==> src/rtl/keypad_pkg.sv <==
// rtl/keypad_pkg.sv - shared codes, FSM encoding and key decode for the keypad scanner
// Key map is row-major: r0 "1 2 3 A", r1 "4 5 6 B", r2 "7 8 9 C", r3 "* 0 # D".
package keypad_pkg;

  localparam logic [2:0] OPT_ADD = 3'd0;
  localparam logic [2:0] OPT_SUB = 3'd1;
  localparam logic [2:0] OPT_MUL = 3'd2;
  localparam logic [2:0] OPT_DIV = 3'd3;
  localparam logic [2:0] OPT_CLR = 3'd4;

  localparam logic [1:0] KEY_DIGIT  = 2'd0;
  localparam logic [1:0] KEY_OPT    = 2'd1;
  localparam logic [1:0] KEY_SUBMIT = 2'd2;

  typedef enum logic [2:0] {
    ST_SCAN,
    ST_DEBOUNCE,
    ST_LOAD,
    ST_STROBE,
    ST_RELEASE
  } state_e;

  typedef struct packed {
    logic [1:0] cls;
    logic [3:0] value;
  } key_t;

  // Rows are active-low; row 0 wins when several are low together.
  function automatic logic [1:0] lowest_row(input logic [3:0] pat);
    logic [1:0] r;
    r = 2'd3;
    for (int i = 3; i >= 0; i--) begin
      if (!pat[i]) r = 2'(i);
    end
    return r;
  endfunction

  function automatic key_t decode_key(input logic [1:0] r, input logic [1:0] c);
    key_t k;
    k.cls   = KEY_DIGIT;
    k.value = 4'd0;
    case ({r, c})
      4'h0: k.value = 4'd1;
      4'h1: k.value = 4'd2;
      4'h2: k.value = 4'd3;
      4'h3: k = '{KEY_OPT, {1'b0, OPT_ADD}};
      4'h4: k.value = 4'd4;
      4'h5: k.value = 4'd5;
      4'h6: k.value = 4'd6;
      4'h7: k = '{KEY_OPT, {1'b0, OPT_SUB}};
      4'h8: k.value = 4'd7;
      4'h9: k.value = 4'd8;
      4'hA: k.value = 4'd9;
      4'hB: k = '{KEY_OPT, {1'b0, OPT_MUL}};
      4'hC: k = '{KEY_OPT, {1'b0, OPT_CLR}};
      4'hD: k.value = 4'd0;
      4'hE: k = '{KEY_SUBMIT, 4'd0};
      default: k = '{KEY_OPT, {1'b0, OPT_DIV}};
    endcase
    return k;
  endfunction

endpackage

==> src/rtl/tick_gen.sv <==
// rtl/tick_gen.sv - free-running divider producing a one-cycle scan tick
// A divide ratio of 0 or 1 collapses the counter to a constant-high tick.
module tick_gen #(
  parameter int DIV = 25000
) (
  input  logic clk,
  input  logic reset,
  output logic tick
);

  localparam int CW = (DIV > 1) ? $clog2(DIV) : 1;
  localparam logic [CW-1:0] LAST = (DIV > 1) ? CW'(DIV - 1) : '0;

  logic [CW-1:0] cnt_q;
  logic [CW-1:0] cnt_d;

  assign tick  = (cnt_q == LAST);
  assign cnt_d = tick ? '0 : cnt_q + CW'(1);

  always_ff @(posedge clk) begin
    if (reset) cnt_q <= '0;
    else       cnt_q <= cnt_d;
  end

endmodule

==> src/rtl/keypad_scanner.sv <==
// rtl/keypad_scanner.sv - 4x4 keypad column scan, row debounce and one-shot key decode
// num/opt are updated in LOAD, one cycle ahead of the STROBE-driven pulse.
module keypad_scanner
  import keypad_pkg::*;
#(
  parameter int CLK_FREQ       = 25000000,
  parameter int SCAN_HZ        = 1000,
  parameter int DEBOUNCE_TICKS = 20
) (
  input  logic       clk,
  input  logic       reset,
  input  logic [3:0] row,
  output logic [3:0] col,
  output logic [3:0] num,
  output logic       numPressed,
  output logic [2:0] opt,
  output logic       optPressed,
  output logic       submit
);

  localparam int DBW = $clog2(DEBOUNCE_TICKS + 1);
  localparam logic [DBW-1:0] DB_MAX = DBW'(DEBOUNCE_TICKS);

  logic           tick;
  state_e         state_q;
  logic [3:0]     row_meta_q, row_sync_q, pat_q, col_q, num_q;
  logic [1:0]     col_idx_q, cls_q;
  logic [DBW-1:0] dbc_q;
  logic [2:0]     opt_q;
  logic           np_q, op_q, sub_q;
  logic [DBW-1:0] dbc_inc;
  key_t           key_w;

  tick_gen #(.DIV(CLK_FREQ / SCAN_HZ)) u_tick (
    .clk  (clk),
    .reset(reset),
    .tick (tick)
  );

  assign dbc_inc = dbc_q + DBW'(1);
  assign key_w   = decode_key(lowest_row(pat_q), col_idx_q);

  always_ff @(posedge clk) begin
    if (reset) begin
      state_q    <= ST_SCAN;
      row_meta_q <= 4'hF;
      row_sync_q <= 4'hF;
      pat_q      <= 4'hF;
      col_q      <= 4'b1110;
      col_idx_q  <= 2'd0;
      dbc_q      <= '0;
      cls_q      <= KEY_DIGIT;
      num_q      <= 4'd0;
      opt_q      <= 3'd0;
      np_q       <= 1'b0;
      op_q       <= 1'b0;
      sub_q      <= 1'b0;
    end else begin
      row_meta_q <= row;
      row_sync_q <= row_meta_q;
      np_q       <= 1'b0;
      op_q       <= 1'b0;
      sub_q      <= 1'b0;
      case (state_q)
        ST_SCAN: if (tick) begin
          if (row_sync_q == 4'hF) begin
            col_q     <= {col_q[2:0], col_q[3]};
            col_idx_q <= col_idx_q + 2'd1;
          end else begin
            pat_q   <= row_sync_q;
            dbc_q   <= '0;
            state_q <= ST_DEBOUNCE;
          end
        end
        ST_DEBOUNCE: if (tick) begin
          if (row_sync_q == pat_q) begin
            dbc_q <= dbc_inc;
            if (dbc_inc == DB_MAX) state_q <= ST_LOAD;
          end else begin
            state_q <= ST_SCAN;
          end
        end
        ST_LOAD: begin
          cls_q <= key_w.cls;
          if (key_w.cls == KEY_DIGIT)    num_q <= key_w.value;
          else if (key_w.cls == KEY_OPT) opt_q <= key_w.value[2:0];
          state_q <= ST_STROBE;
        end
        ST_STROBE: begin
          np_q    <= (cls_q == KEY_DIGIT);
          op_q    <= (cls_q == KEY_OPT);
          sub_q   <= (cls_q == KEY_SUBMIT);
          dbc_q   <= '0;
          state_q <= ST_RELEASE;
        end
        ST_RELEASE: if (tick) begin
          // Any low row on the held column restarts the release count.
          if (row_sync_q == 4'hF) begin
            dbc_q <= dbc_inc;
            if (dbc_inc == DB_MAX) begin
              state_q   <= ST_SCAN;
              col_q     <= {col_q[2:0], col_q[3]};
              col_idx_q <= col_idx_q + 2'd1;
            end
          end else begin
            dbc_q <= '0;
          end
        end
        default: state_q <= ST_SCAN;
      endcase
    end
  end

  assign col        = col_q;
  assign num        = num_q;
  assign opt        = opt_q;
  assign numPressed = np_q;
  assign optPressed = op_q;
  assign submit     = sub_q;

endmodule

==> config.mk <==
export PLATFORM = sky130hd
export DESIGN_NAME = keypad_scanner
export DESIGN_NICKNAME = d
export VERILOG_FILES = /design/src/rtl/keypad_pkg.sv /design/src/rtl/tick_gen.sv /design/src/rtl/keypad_scanner.sv
export SDC_FILE = /design/constraint.sdc
export NUM_CORES = 1
export LEC_CHECK = 0
export ABC_AREA = 1
export CAP_MARGIN = 20
export CELL_PAD_IN_SITES_DETAIL_PLACEMENT = 1
export CELL_PAD_IN_SITES_GLOBAL_PLACEMENT = 1
export CORE_AREA = 10 10 94 117
export DETAILED_ROUTE_END_ITERATION = 10
export DIE_AREA = 0 0 104 127
export PLACE_DENSITY_LB_ADDON = 0.1
export SLEW_MARGIN = 20
export SYNTH_ARGS = -nofsm -noshare
export SYNTH_HDL_FRONTEND = slang
export SYNTH_SLANG_ARGS = --single-unit
==> constraint.sdc <==
create_clock -name clk -period 1.6 [get_ports clk]
set_clock_uncertainty 0.2 [all_clocks]
set_input_delay 0.32 -clock clk [delete_from_list [all_inputs] [get_ports clk]]
set_output_delay 0.32 -clock clk [all_outputs]
set_load 0.01 [all_outputs]
==> impl_metrics.tcl, run 1 <==
set metrics [dict create \
    fmax_mhz 558 \
    crit_chain "ha_4 -> nand3_4 -> nor2_4 -> nand3_4 -> a21oi_4 -> buf_12 -> nand3_4 -> nor2_1 -> nor2_2" \
    p_leak_nw 1.90 \
    netlist_instances 373 \
    dr.pass1.iters 4 \
    die_h_um 127 \
    min_period_ns 1.79 \
    htree_levels 2 \
    slew_violations 0 \
    placementRows 39 \
    synthArstFlopShare_pct 0 \
    cts_tree "built" \
    crit_path_max_incr_delay_ns 0.36 \
    setup_viol 31 \
    synth.area.top_cells "dfxtp_1 41%, nand2_1 15%, nor2_1 7.8%" \
    vdd_drop_max_mv 0.355 \
    gp_congestion 0.814 \
    layout_common_cells "80 x nand2_1, 63 x buf_4, 43 x dfxtp_1" \
    vias_per_cell 4.55 \
    clock_latency_ns 0.30 \
    initial_core_util_pct 29.1 \
    synthesis.area_mm2 0.00258 \
    hpwl_um 5690 \
    ios 20 \
    worstPathArrival_ns 1.79 \
    drt_iter0_drc 48 \
    dieWidth_um 104 \
    yosys.cell_types.count 30 \
    instances_no_fill 595 \
    crit_path_end_kind "flip-flop" \
    ys_warn_count 0 \
    drive_gt1_share_pct 42.8 \
    grt_use_total_pct 12.0 \
    drt_wl_total_um 8060 \
    numCtsBuffers 5 \
    worst_slew_pin_slew_ns 0.347 \
    synth_edf_count 0 \
    synth_ff_type "dfxtp_1" \
    hold_path.class "flip-flop to flip-flop" \
    critPathTopFamily "simple AND/OR/NAND/NOR gates" \
    p_per_area_mw_per_mm2 617 \
    startpoint_type "flip-flop" \
    outcome "finished, violations left" \
    dieArea_mm2 0.0132 \
    cts_max_path_buffers 2 \
    clk_pin_slew_worst_paths_ns 0.08 \
    drv_cap 0 \
    antenna_found_initial 0 \
    port_buffers 19 \
    critical_path_class "flip-flop to flip-flop" \
    cts_hold_buf 0 \
    relSlewSlack_pct 76.8 \
    drc 0 \
    worst-path-max-fanout 8 \
    place_inst 569 \
    final_cell_area_mm2 0.00423 \
    layout_commonest_cell "nand2_1" \
    post-route-period-util_pct 112 \
    fp.coreArea_mm2 0.00888 \
    rsz0062_at_grt "true" \
    finalNetCount 484 \
    diodes 0 \
    synth.net_count 386 \
    vias 2709 \
    synth_top_area_share_pct 41.1 \
    wl_per_cell_um 13.5 \
    grt_pass1_wl_um 13200 \
    fill_cells 1101 \
    cts_sinks 53 \
    cp_slowest_cell "dfxtp_2" \
    cp_common_cell "nand3_4" \
    yosys.area.top_type "dfxtp_1" \
    syn_to_final_growth_pct 63.8 \
    grt_start_max_net_pins 18 \
    grt_pass1_vias 2838 \
    postRouteAntennaNets 0 \
    grt_overflow 0 \
    placed_area_mm2 0.00340 \
    clockRootBuffer "clkbuf_16" \
    finish.utilization_pct 47.6 \
    avgSynthCellArea_um2 6.92 \
    yosysSeqAreaShare_pct 41.1 \
    critPathBufInv 1 \
    required_ns 1.60 \
    ys_seq_elements 53 \
    tns_ns -3.24 \
    setup_slack_ns -0.193 \
    finalHoldViolations 0 \
    violations "negative setup slack" \
    place_ws_ns -0.246 \
]
[cell usage after synthesis (all sizes together) (3+ instances only)]
cell type and instances:
a21oi 14, buf 3, dfxtp 53, ha 7
inv 45, nand2 106, nand3 26, nand4 5
nor2 59, nor3 15, nor3b 7, o211ai 5
o21ai 8, or2 8
[layer usage]
metal  track usage, %  share of wire, %
met5                0                 0
met4             3.86               1.5
met3             2.36               1.9
met2             22.9                55
met1             12.8                41
[sequential cells by signal, summed over array words and instances, names as in the netlist]
register and count:
opt 3, dbc_q 5, col 4, row_meta_q 4
optPressed 1, cls_q 2, u_tick.cnt_q 15, num 4
submit 1, pat_q 4, state_q 3, row_sync_q 4
numPressed 1, col_idx_q 2
[power breakdown]
part | leakage, nW | switching [W] | internal, W
clock | 0.0768 | 0.000507 | 0.000624
sequential | 0.432 | 0.0000109 | 0.00133
combinational | 1.39 | 0.0000698 | 0.0000676
[per-stage QoR]
stage,hold slack [ns],power [W]
after floorplan,0.189,0.00143
after global placement,0.191,0.00149
after detailed placement,0.198,0.00149
after CTS,0.217,0.00265
after global routing,0.224,0.00271
final,0.212,0.00261
[worst reg2reg max path, stage by stage (launching register included)]
cell	delay, ns
dfxtp_2	0.36
ha_4	0.16
nand3_4	0.10
nor2_4	0.15
nand3_4	0.10
a21oi_4	0.18
buf_12	0.15
nand3_4	0.10
nor2_1	0.14
nor2_2	0.05
[cell families after synthesis]
| logic type | count (synthesis) | share of synthesized area, % |
|---|---|---|
| flip-flops | 53 | 41.1 |
| adder cells (fa/ha/maj) | 7 | 3.39 |
| AND/OR/NAND/NOR | 227 | 39.0 |
| AO/OA/AOI/OAI | 34 | 8.67 |
| XOR/XNOR | 1 | 0.339 |
| buffers and inverters | 51 | 7.56 |
[final timing paths]
path / from / to / slack, ns / cells past startpoint
worst min-delay path: row_meta_q[0] / row_sync_q[0] / 0.21 / 1
worst min register to register: row_meta_q[0] / row_sync_q[0] / 0.21 / 1
worst max register to register: u_tick.cnt_q[0] / state_q[0] / -0.19 / 9
worst max-delay path: u_tick.cnt_q[0] / state_q[0] / -0.19 / 9
[what timing repair did]
item,CTS,global route
setup buffers,10,8
cloned,2,0
pin swaps,24,25
gates resized for setup,84,66
setup endpoints to repair,55,42
[cell type report]
type                    instances  area, um^2  area share (%)
flip-flops and latches         53        1080            25.5
well taps                     123         154            3.64
multi-input cells             270        1830            43.3
clock buffers                   6         139            3.28
clock inverters                 2        13.8           0.325
repair buffers                 95         827            19.6
inverters                      46         185            4.38
No activity file was read; power rests on OpenSTA's default activity.
==> run 2: changes to the inputs <==
--- a/config.mk
+++ b/config.mk
@@ -13,5 +13,5 @@
 export DETAILED_ROUTE_END_ITERATION = 10
 export DIE_AREA = 0 0 104 127
-export PLACE_DENSITY_LB_ADDON = 0.1
+export PLACE_DENSITY = 0.72
 export SLEW_MARGIN = 20
 export SYNTH_ARGS = -nofsm -noshare
==> constraint.sdc (replaced) <==
create_clock -name clk -period 1.6 [get_ports clk]
set_clock_uncertainty 0.2 [all_clocks]
set_input_delay 0.48 -clock clk [delete_from_list [all_inputs] [get_ports clk]]
set_output_delay 0.48 -clock clk [all_outputs]
set_load 0.01 [all_outputs]
==> run 2 against run 1 <==
The run still ends with negative setup slack left. Cell count grew 1.3%. Clock power barely moved. Global-route usage grew 0.51 points. Cell area grew 3.4%. Hold slack worse by 0.00062 ns. Routed wire length up 10%. Sequential share of layout area shrank 0.69 points. Count of clock-buffer cells in the layout is the same. First-iteration DRC count increased by 44%. Sequential power barely moved. Largest cell class unchanged. Total power decreased by 0.23%. Fmax is 1.3% higher.
==> impl_metrics.tcl, run 2 (synthesized netlist as in run 1, its figures left out) <==
set metrics [dict create \
    outcome "finished, violations left" \
    violations "negative setup slack" \
    clock_latency_ns 0.30 \
    finalNetCount 492 \
    rsz0062_at_grt "true" \
    vias_per_cell 4.64 \
    worst-path-max-fanout 4 \
    grt_use_total_pct 12.5 \
    grt_pass1_vias 2973 \
    largest_register_ff_count 15 \
    reg2reg_depth 11 \
    layout_commonest_cell "nand2_1" \
    p_leak_nw 1.92 \
    register_area_mm2 0.00108 \
    fill_cells 1091 \
    antenna_found_initial 0 \
    vias 2796 \
    p_clk_share_pct 42.5 \
    critical_path_class "flip-flop to flip-flop" \
    p_int_w 0.00200 \
    syn_to_final_growth_pct 69.3 \
    die_h_um 127 \
    cts_max_path_buffers 2 \
    timing.reg2reg.setup_slack_ns -0.17 \
    fmax_mhz 565 \
    ios 20 \
    r2r-start "dbc_q[1]" \
    min_period_ns 1.77 \
    dieWidth_um 104 \
    combPwrFrac_pct 6.2 \
    r2r_end "state_q[0]" \
    drive_gt1_share_pct 47.5 \
    grt_pass1_wl_um 13900 \
    cp_slowest_cell "dfxtp_2" \
    p_switching_w 0.000609 \
    worst_slew_pin_slew_ns 0.294 \
    vdd_drop_max_mv 0.462 \
    crit_path_max_incr_delay_ns 0.36 \
    grt_overflow 0 \
    cp_common_cell "nand2_2" \
    post-route-period-util_pct 111 \
    top_register "u_tick.cnt_q" \
    hold_path.class "flip-flop to flip-flop" \
    htree_levels 2 \
    top_regs "u_tick.cnt_q (15), dbc_q (5)" \
    placementRows 39 \
    drt_wl_total_um 8900 \
    drt_iter0_drc 69 \
    startpoint_type "flip-flop" \
    setup_slack_ns -0.170 \
    hp-start "row_meta_q[1]" \
    instances_no_fill 603 \
    worstPathArrival_ns 1.81 \
    tns_ns -2.73 \
    diodes 0 \
    initial_core_util_pct 29.1 \
    slew_violations 0 \
    drv_cap 0 \
    dieArea_mm2 0.0132 \
    required_ns 1.64 \
    setup_viol 33 \
    sw_frac_of_total_pct 23.4 \
    finalHoldViolations 0 \
    critPathTopFamily "simple AND/OR/NAND/NOR gates" \
    gp_congestion 0.859 \
    multi_input_area_mm2 0.00190 \
    relSlewSlack_pct 80.3 \
    drc 0 \
    port_buffers 19 \
    crit_path_end_kind "flip-flop" \
    cts_hold_buf 0 \
    critPathBufInv 1 \
    hold_depth 1 \
    wl_per_cell_um 14.8 \
    cts_tree "built" \
    clk_pin_slew_worst_paths_ns 0.07 \
    seqPwrFrac_pct 51.4 \
    grt_start_max_net_pins 20 \
    crit_chain "ha_4 -> inv_1 -> nand2_1 -> nand3_1 -> nor2_2 -> nand3_2 -> nand2_4 -> nand3_4 -> nand2_2 -> nand2_2 -> nor2_1" \
    postRouteAntennaNets 0 \
    whs_endpoint "row_sync_q[1]" \
    cts_sinks 53 \
    layout_common_cells "77 x nand2_1, 64 x buf_4, 44 x dfxtp_1" \
    numCtsBuffers 5 \
    dr.pass1.iters 4 \
    fp.coreArea_mm2 0.00888 \
    p_per_area_mw_per_mm2 596 \
    clockRootBuffer "clkbuf_16" \
    place_inst 573 \
    hpwl_um 5530 \
]
run 2: cell types whose count changed in the layout (fill, tap and decap cells not counted), sizes merged:
cell           previous run  this run
buf                      76        84
clkbuf                    6        12
clkdlybuf4s15             0         5
clkinv                    3         1
dlygate4sd2              14         3
inv                      45        47
run 2: how the worst max path moves through the flow:
stage	from	to	slack, ns	cells after the start
2_1_floorplan	u_tick.cnt_q[1]	state_q[0]	-0.02	8
3_3_place_gp	reset	u_tick.cnt_q[7]	-0.24	6
3_5_place_dp	col_idx_q[0]	opt[0]	-0.26	11
4_1_cts	u_tick.cnt_q[0]	col_idx_q[0]	-0.14	9
5_1_grt	u_tick.cnt_q[1]	dbc_q[1]	-0.27	10
6_report	dbc_q[1]	state_q[0]	-0.17	11
run 2: metal layers:
layer | track usage (%) | routed length [um] | up-vias
li1 | - | - | 1400
met1 | 12.2 | 3410 | 1357
met2 | 25.5 | 5150 | 26
met3 | 2.41 | 167 | 13
met4 | 3.61 | 176 | 0
met5 | 0 | 0 | -
run 2: layout make-up:
class / count / area share, %
multi-input combinational: 270 / 43.3
sequential: 53 / 24.8
timing repair buffer: 103 / 20.8
inverter: 46 / 4.29
tap: 123 / 3.52
clock buffer: 6 / 2.95
clock inverter: 2 / 0.315
run 2: worst register-to-register path: stages (launching register included):
cell	delay, ns
dfxtp_2	0.36
ha_4	0.16
inv_1	0.04
nand2_1	0.10
nand3_1	0.13
nor2_2	0.16
nand3_2	0.10
nand2_4	0.14
nand3_4	0.12
nand2_2	0.08
nand2_2	0.04
nor2_1	0.08
run 2: power groups by stage:
stage          Combinational, W  Sequential (W)  Clock (W)
2_1_floorplan         0.0000551         0.00137          0
3_3_place_gp           0.000101         0.00138          0
3_5_place_dp           0.000105         0.00138          0
4_1_cts                0.000140         0.00134    0.00113
5_1_grt                0.000174         0.00134    0.00118
6_report               0.000161         0.00134    0.00111
run 2: per-stage QoR:
step	utilization, %	setup WS, ns	hold WS [ns]	cell area [um^2]	power, W
global placement	38.6	-0.242	0.194	3430	0.00148
global route	49.2	-0.267	0.222	4370	0.00269
floorplan	-	-0.0193	0.189	2620	0.00143
detailed placement	38.6	-0.263	0.195	3430	0.00148
CTS	46.1	-0.136	0.212	4100	0.00261
finish	49.2	-0.170	0.211	4370	0.00260
run 2: repair_timing:
| item | CTS | global route |
|---|---|---|
| endpoints found under the setup margin | 42 | 52 |
| gates cloned | 2 | 0 |
| pin swaps | 35 | 28 |
| gates resized for setup | 110 | 89 |
| buffers inserted | 16 | 6 |
